==> src/rtl/mxv_pkg.sv <==
// mxv_pkg: shared definitions for the matrix-vector sequencer.
//   - state_e      : controller states
//   - MXV_MAX_SIZE : default maximum matrix dimension
//   - MXV_NUM_PE   : default number of row FIFOs / MAC units
//   - cnt_w()      : counter width for a given maximum dimension
package mxv_pkg;

  localparam int MXV_MAX_SIZE = 8;
  localparam int MXV_NUM_PE   = 4;

  typedef enum logic [2:0] {
    IDLE      = 3'd0,
    LOAD_VEC  = 3'd1,
    LOAD_ROWS = 3'd2,
    COMPUTE   = 3'd3,
    RESULT    = 3'd4
  } state_e;

  // Wide enough to hold MAX_SIZE itself, not just MAX_SIZE-1.
  function automatic int cnt_w(input int max_size);
    return $clog2(max_size) + 1;
  endfunction

endpackage

==> src/rtl/mxv_wrap_counter.sv <==
// mxv_wrap_counter: up-counter that wraps to zero after reaching a runtime
// terminal value.
// Ports:
//   clk_i   : clock
//   rst_ni  : synchronous active-low reset
//   en_i    : advance the count (wraps to 0 when the count equals term_i)
//   clr_i   : force the count to 0 (priority over en_i)
//   term_i  : terminal value
//   cnt_o   : current count
//   tc_o    : current count equals term_i
module mxv_wrap_counter
  import mxv_pkg::*;
#(
  parameter int W = 4
) (
  input  logic         clk_i,
  input  logic         rst_ni,
  input  logic         en_i,
  input  logic         clr_i,
  input  logic [W-1:0] term_i,
  output logic [W-1:0] cnt_o,
  output logic         tc_o
);

  localparam logic [W-1:0] ONE = W'(1);

  logic [W-1:0] cnt_q;
  logic [W-1:0] cnt_d;

  assign tc_o  = (cnt_q == term_i);
  assign cnt_o = cnt_q;

  always_comb begin
    cnt_d = cnt_q;
    if (clr_i) begin
      cnt_d = '0;
    end else if (en_i) begin
      cnt_d = tc_o ? '0 : cnt_q + ONE;
    end
  end

  always_ff @(posedge clk_i) begin
    if (!rst_ni) cnt_q <= '0;
    else         cnt_q <= cnt_d;
  end

endmodule

==> src/rtl/mxv_sequencer.sv <==
// mxv_sequencer: controller for the matrix-vector multiply datapath.
// It loads the vector into the vector RAM, then streams matrix rows (row-major)
// into NUM_PE row FIFOs in groups. Every row is padded with zeros to MAX_SIZE
// words. It then runs the PE MAC/pop phase and hands out one result per valid
// row of the group.
// Ports:
//   clk, reset (sync, active-low)  : clock and reset
//   start, matrix_size             : begin an operation with N = matrix_size
//   in_valid / in_ready            : input stream handshake
//   vec_we, vec_addr               : vector RAM write strobe and address
//   push, pad_zero                 : one-hot FIFO push; pad_zero selects zero data
//   pe_clear, pe_pop               : MAC accumulator clear / pop-and-accumulate
//   result_valid/ready, result_sel : result handshake and PE index
//   busy, done, cfg_err            : status (done and cfg_err are single-cycle pulses)
// Build option: define MXV_SEQ_ABORT_EN to add the 'abort' input. It returns
// the controller to IDLE from any busy state without a done pulse.
module mxv_sequencer
  import mxv_pkg::*;
#(
  parameter  int MAX_SIZE = MXV_MAX_SIZE,
  parameter  int NUM_PE   = MXV_NUM_PE,
  localparam int CNT_W    = cnt_w(MAX_SIZE)
) (
  input  logic              clk,
  input  logic              reset,
  input  logic              start,
  input  logic [7:0]        matrix_size,
`ifdef MXV_SEQ_ABORT_EN
  input  logic              abort,
`endif
  input  logic              in_valid,
  output logic              in_ready,
  output logic              vec_we,
  output logic [CNT_W-1:0]  vec_addr,
  output logic [NUM_PE-1:0] push,
  output logic              pad_zero,
  output logic              pe_clear,
  output logic              pe_pop,
  output logic              result_valid,
  input  logic              result_ready,
  output logic [CNT_W-1:0]  result_sel,
  output logic              busy,
  output logic              done,
  output logic              cfg_err
);

  localparam logic [CNT_W-1:0]  MAX_M1  = CNT_W'(MAX_SIZE - 1);
  localparam logic [CNT_W-1:0]  PE_M1   = CNT_W'(NUM_PE - 1);
  localparam logic [CNT_W-1:0]  PE_STEP = CNT_W'(NUM_PE);
  localparam logic [CNT_W-1:0]  ONE     = CNT_W'(1);
  localparam logic [NUM_PE-1:0] PUSH0   = NUM_PE'(1);
  localparam logic [7:0]        MAX_8   = 8'(MAX_SIZE);

  state_e           state_q;
  logic [CNT_W-1:0] n_q;      // latched matrix dimension
  logic [CNT_W-1:0] grp_q;    // first row index of the current group
  logic             cfg_err_q;

  logic [CNT_W-1:0] idx_cnt, col_cnt, row_cnt, cmp_cnt, res_cnt;
  logic             idx_tc, col_tc, row_tc, cmp_tc, res_tc;

  logic             abort_act;
  logic             size_ok;
  logic             in_vec, in_rows, in_cmp, in_res;
  logic             vec_hs, row_step, res_hs, last_hs;
  logic             pad, more_rows;
  logic [CNT_W:0]   row_abs;
  logic [CNT_W-1:0] rem_rows, last_sel;

`ifdef MXV_SEQ_ABORT_EN
  assign abort_act = abort && (state_q != IDLE);
`else
  assign abort_act = 1'b0;
`endif

  assign size_ok = (matrix_size != 8'd0) && (matrix_size <= MAX_8);

  assign in_vec  = (state_q == LOAD_VEC);
  assign in_rows = (state_q == LOAD_ROWS);
  assign in_cmp  = (state_q == COMPUTE);
  assign in_res  = (state_q == RESULT);

  // Rows beyond N and columns beyond N are zero-filled without consuming input.
  assign row_abs = {1'b0, grp_q} + {1'b0, row_cnt};
  assign pad     = (col_cnt >= n_q) || (row_abs >= {1'b0, n_q});

  // Only rows below N are presented; the group's last valid PE ends RESULT.
  assign rem_rows  = n_q - grp_q;
  assign last_sel  = (rem_rows > PE_M1) ? PE_M1 : rem_rows - ONE;
  assign more_rows = ({1'b0, grp_q} + {1'b0, PE_STEP}) < {1'b0, n_q};

  assign vec_hs   = in_vec & in_valid;
  assign row_step = in_rows & (pad | in_valid);
  assign res_hs   = in_res & result_ready;
  assign last_hs  = res_hs & res_tc;

  assign in_ready     = in_vec | (in_rows & ~pad);
  assign vec_we       = vec_hs;
  assign vec_addr     = idx_cnt;
  assign push         = row_step ? (PUSH0 << row_cnt) : '0;
  assign pad_zero     = in_rows & pad;
  assign pe_pop       = in_cmp;
  assign pe_clear     = in_cmp & (cmp_cnt == '0);
  assign result_valid = in_res;
  assign result_sel   = res_cnt;
  assign busy         = (state_q != IDLE);
  assign done         = last_hs & ~more_rows;
  assign cfg_err      = cfg_err_q;

  mxv_wrap_counter #(.W(CNT_W)) u_idx (
    .clk_i(clk), .rst_ni(reset), .en_i(vec_hs), .clr_i(abort_act),
    .term_i(n_q - ONE), .cnt_o(idx_cnt), .tc_o(idx_tc)
  );

  mxv_wrap_counter #(.W(CNT_W)) u_col (
    .clk_i(clk), .rst_ni(reset), .en_i(row_step), .clr_i(abort_act),
    .term_i(MAX_M1), .cnt_o(col_cnt), .tc_o(col_tc)
  );

  // Row within the group; equals the target FIFO index.
  mxv_wrap_counter #(.W(CNT_W)) u_row (
    .clk_i(clk), .rst_ni(reset), .en_i(row_step & col_tc), .clr_i(abort_act),
    .term_i(PE_M1), .cnt_o(row_cnt), .tc_o(row_tc)
  );

  mxv_wrap_counter #(.W(CNT_W)) u_cmp (
    .clk_i(clk), .rst_ni(reset), .en_i(in_cmp), .clr_i(abort_act),
    .term_i(MAX_M1), .cnt_o(cmp_cnt), .tc_o(cmp_tc)
  );

  mxv_wrap_counter #(.W(CNT_W)) u_res (
    .clk_i(clk), .rst_ni(reset), .en_i(res_hs), .clr_i(abort_act),
    .term_i(last_sel), .cnt_o(res_cnt), .tc_o(res_tc)
  );

  always_ff @(posedge clk) begin
    if (!reset) begin
      state_q   <= IDLE;
      n_q       <= '0;
      grp_q     <= '0;
      cfg_err_q <= 1'b0;
    end else begin
      cfg_err_q <= 1'b0;
      if (abort_act) begin
        state_q <= IDLE;
        grp_q   <= '0;
      end else begin
        case (state_q)
          IDLE: begin
            if (start) begin
              if (size_ok) begin
                n_q     <= CNT_W'(matrix_size);
                grp_q   <= '0;
                state_q <= LOAD_VEC;
              end else begin
                cfg_err_q <= 1'b1;
              end
            end
          end
          LOAD_VEC:  if (vec_hs && idx_tc) state_q <= LOAD_ROWS;
          LOAD_ROWS: if (row_step && col_tc && row_tc) state_q <= COMPUTE;
          COMPUTE:   if (cmp_tc) state_q <= RESULT;
          RESULT: begin
            if (last_hs) begin
              if (more_rows) begin
                grp_q   <= grp_q + PE_STEP;
                state_q <= LOAD_ROWS;
              end else begin
                grp_q   <= '0;
                state_q <= IDLE;
              end
            end
          end
          default: state_q <= IDLE;
        endcase
      end
    end
  end

endmodule

==> config.mk <==
export PLATFORM = sky130hd
export DESIGN_NAME = mxv_sequencer
export DESIGN_NICKNAME = d
export VERILOG_FILES = /design/src/rtl/mxv_pkg.sv /design/src/rtl/mxv_wrap_counter.sv /design/src/rtl/mxv_sequencer.sv
export SDC_FILE = /design/constraint.sdc
export NUM_CORES = 1
export LEC_CHECK = 0
export CAP_MARGIN = 20
export CORE_ASPECT_RATIO = 0.75
export CORE_MARGIN = 2
export CORE_UTILIZATION = 54
export DETAILED_ROUTE_END_ITERATION = 6
export PLACE_DENSITY = 0.8
export SETUP_SLACK_MARGIN = 0.3
export SKIP_LAST_GASP = 1
export SLEW_MARGIN = 0
export SYNTH_ARGS = -nofsm -noshare
export SYNTH_HDL_FRONTEND = slang
export SYNTH_SLANG_ARGS = --single-unit
==> constraint.sdc <==
create_clock -name clk -period 3.1 [get_ports clk]
set_input_delay 0.62 -clock clk [delete_from_list [all_inputs] [get_ports clk]]
set_output_delay 0.62 -clock clk [all_outputs]
set_load 0.01 [all_outputs]
==> impl_metrics.toml <==
[logic_synthesis]
syn_area_mm2 = 0.00212
yosysTopAreaCell = "dfxtp_1"
syn_nets = 284
synth_edf_count = 0
synth_area_leaders = "dfxtp_1, ha_1, mux2i_1"
synthMostInstantiatedCell = "dfxtp_1"
synth_common_cells = "dfxtp_1, ha_1, nand2_1"
syn_area_per_cell_um2 = 8.64
synth-async-reset-ratio_pct = 0
synth_top_area_share_pct = 28.3
ys_seq_area_share_pct = 28.3
ys.flop_type = "dfxtp_1"
synth_seq_cells = 30
syn-instance-count = 246
synth.distinct_cells = 52
yosysWarningCount = 0

[worst_setup_path]
start_kind = "flop"
r2r_setup_slack_ps = 630
setup.worst_path.end_class = "output pin"
path_class = "reg -> out"
r2r-start = "n_q[0]$_SDFFE_PN0P_"
crit_required_ps = 2480
reg2reg_depth = 9
path_cells = "inv_2 -> buf_6 -> ha_4 -> a22o_1 -> nor4_2 -> o21ai_2 -> buf_6 -> o31ai_4 -> nor3_2 -> and3_1 -> buf_2"
crit_top_cell = "buf_6"
max_stage_delay_ps = 340
r2r-end = "state_q[1]$_SDFFE_PN0P_"
critPathArrivalTime_ps = 2240
crit_fanout = 4
crit_slowest_cell = "dfxtp_2"

[sta]
slew_headroom_pct = 67.0
setup_violations = 0
timing.fmax_ghz = 0.350
slew_violations = 0
finalClockSkew_ps = 6.93
tightestPinTransition_ps = 490
finalSetupTns_ps = 0
finalHoldViolations = 0
fin_crit_sh_pct = 92.2
min_period_ps = 2860
rsz0062_at_grt = "yes"

[drt]
wl_per_cell_um = 15.5
viasPerCell = 5.64
dr.pass1.iters = 5
wirelength_um = 5520
via_count = 2014
drtAntennaViolNets = 0
drt_iter0_markers = 84
drc = 0

[die]
rows = 19
start_util_pct = 57.3
ios = 34
die_w_um = 76.4
die_h_um = 58.3
dieArea_mm2 = 0.00446
core_mm2 = 0.00371

[cts]
clkSlewWorstSetupHoldPaths_ps = 70
h-tree-depth = 2
cts.sinks = 30
cts_made_buffers = 5
clock_latency_ps = 290
cts_tree = "yes"
cts_max_path_buffers = 2
root_buffer = "clkbuf_8"

[power_and_ir_drop]
ir_worst_vdd_mv = 0.345
leakage_nw = 1.24
powerDensity_mw_per_mm2 = 394

[run_status]
status = "completed"

[placement]
place.gp.congestion = 0.850
hpwl_um = 3680
port_buffers = 33

[grt]
gr-total-overflow = 0
grt_pass1_vias = 1942
grt_usage_pct = 25.6
grt_pass1_wl_um = 9060
antenna_found_initial = 0
grt_max_degree = 25

[cells_and_area]
fin_util_pct = 78.5
antenna_cells = 0
drive_above_1_share_pct = 24.3
fill_cells = 259
nets = 342
area_delta_synth_final_pct = 37.1

[min_path]
min_path_type = "reg -> reg"
hold_path_startpoint = "u_row.cnt_o[0]$_SDFFE_PN0N_"
whs_path_depth = 2
min_to = "u_row.cnt_o[0]$_SDFFE_PN0N_"

[job]
cap_violations = 0
[worst max-delay path by stage]
stage,startpoint,endpoint,slack [ps],depth (start not counted)
detailed placement,grp_q[3]$_SDFFE_PN0P_,push[0],20,9
floorplan,grp_q[3]$_SDFFE_PN0P_,push[2],300,8
CTS,n_q[2]$_SDFFE_PN0P_,push[3],220,11
global placement,grp_q[3]$_SDFFE_PN0P_,push[0],90,9
finish,n_q[2]$_SDFFE_PN0P_,push[3],240,11
global route,grp_q[3]$_SDFFE_PN0P_,push[1],140,9
[layer usage]
metal | share of wire (%) | vias to the layer above | track usage (%) | wire length [um]
met3 | 5.2 | 10 | 6.29 | 286
li1 | - | 985 | - | -
met2 | 48 | 57 | 43.7 | 2630
met4 | 1.5 | 0 | 9.09 | 80
met1 | 46 | 962 | 32.3 | 2510
met5 | 0 | - | 0 | 0
[cells by family after synthesis]
group | after synthesis | share of synthesized area, %
xor+xnor | 18 | 8.07
flops | 30 | 28.3
mux | 12 | 5.65
fa+ha+maj | 25 | 15.1
compound gates | 38 | 13.3
simple gates | 102 | 26.0
other cells | 2 | 0.353
buf+inv | 19 | 3.36
[layout make-up]
type	instances	area [um2]	share of cell area (%)
Tap cell	52	65.1	2.23
Inverter	13	48.8	1.68
Multi-Input combinational cell	197	1560	53.5
Sequential cell	30	611	21.0
Clock buffer	6	82.6	2.84
Timing Repair Buffer	57	488	16.8
Clock inverter	2	60.1	2.06
[sequential cells by signal, summed over array words and instances (netlist names)]
register and flops:
n_q 4, grp_q 2, u_col.cnt_o 4, state_q 3, cfg_err 1, u_idx.cnt_o 4
u_res.cnt_o 4, u_row.cnt_o 4, u_cmp.cnt_o 4
[worst max-delay path, delay by kind of cell (launching register included)]
kind                       cells  cell delay (ps)
AOI/OAI and AO/OA              3              520
buffers and inverters          4              440
and+or+nand+nor                3              510
adders and majority gates      1              150
DFF                            1              340
[stage by stage]
stage	std cells	power [mW]	cell area (um2)	hold slack [ps]	setup slack, ps
global placement	342	0.639	2630	497	94.9
global route	357	1.18	2910	516	139
CTS	356	1.15	2880	516	220
finish	357	1.15	2910	505	242
detailed placement	342	0.641	2630	499	23.7
floorplan	246	0.546	2130	469	304
[layout by cell type (no fill, tap or decap), types with 4 or more instances in the layout]
cell and instances:
and2_1 5, clkdlybuf4s50_1 26, mux2i_1 12, nand4_1 5, inv_1 10, nor2_1 20
nand2_1 24, nor3_1 4, and3_1 4, dfxtp_1 22, nor2b_1 9, ha_1 20
buf_4 22, nand3_1 8, a21oi_1 6, dfxtp_2 8, xnor2_1 11, o21ai_0 4
xor2_1 6, clkbuf_8 6, buf_2 5, a21boi_0 5
[power breakdown]
part | switching (mW) | leakage, nW | internal (mW) | total, mW
logic | 0.110 | 0.921 | 0.113 | 0.224
registers | 0.0152 | 0.246 | 0.399 | 0.414
clock network | 0.166 | 0.0714 | 0.343 | 0.509
total | 0.292 | 1.24 | 0.855 | 1.15
[what timing repair did]
item | CTS | global route
hold endpoints to repair | 0 | 0
endpoints found under the setup margin | 7 | 8
setup buffers | 6 | 1
gates resized for setup | 46 | 10
pin swaps | 7 | 1
hold buffers | 0 | 0
No activity file was read; power rests on OpenSTA's default activity.
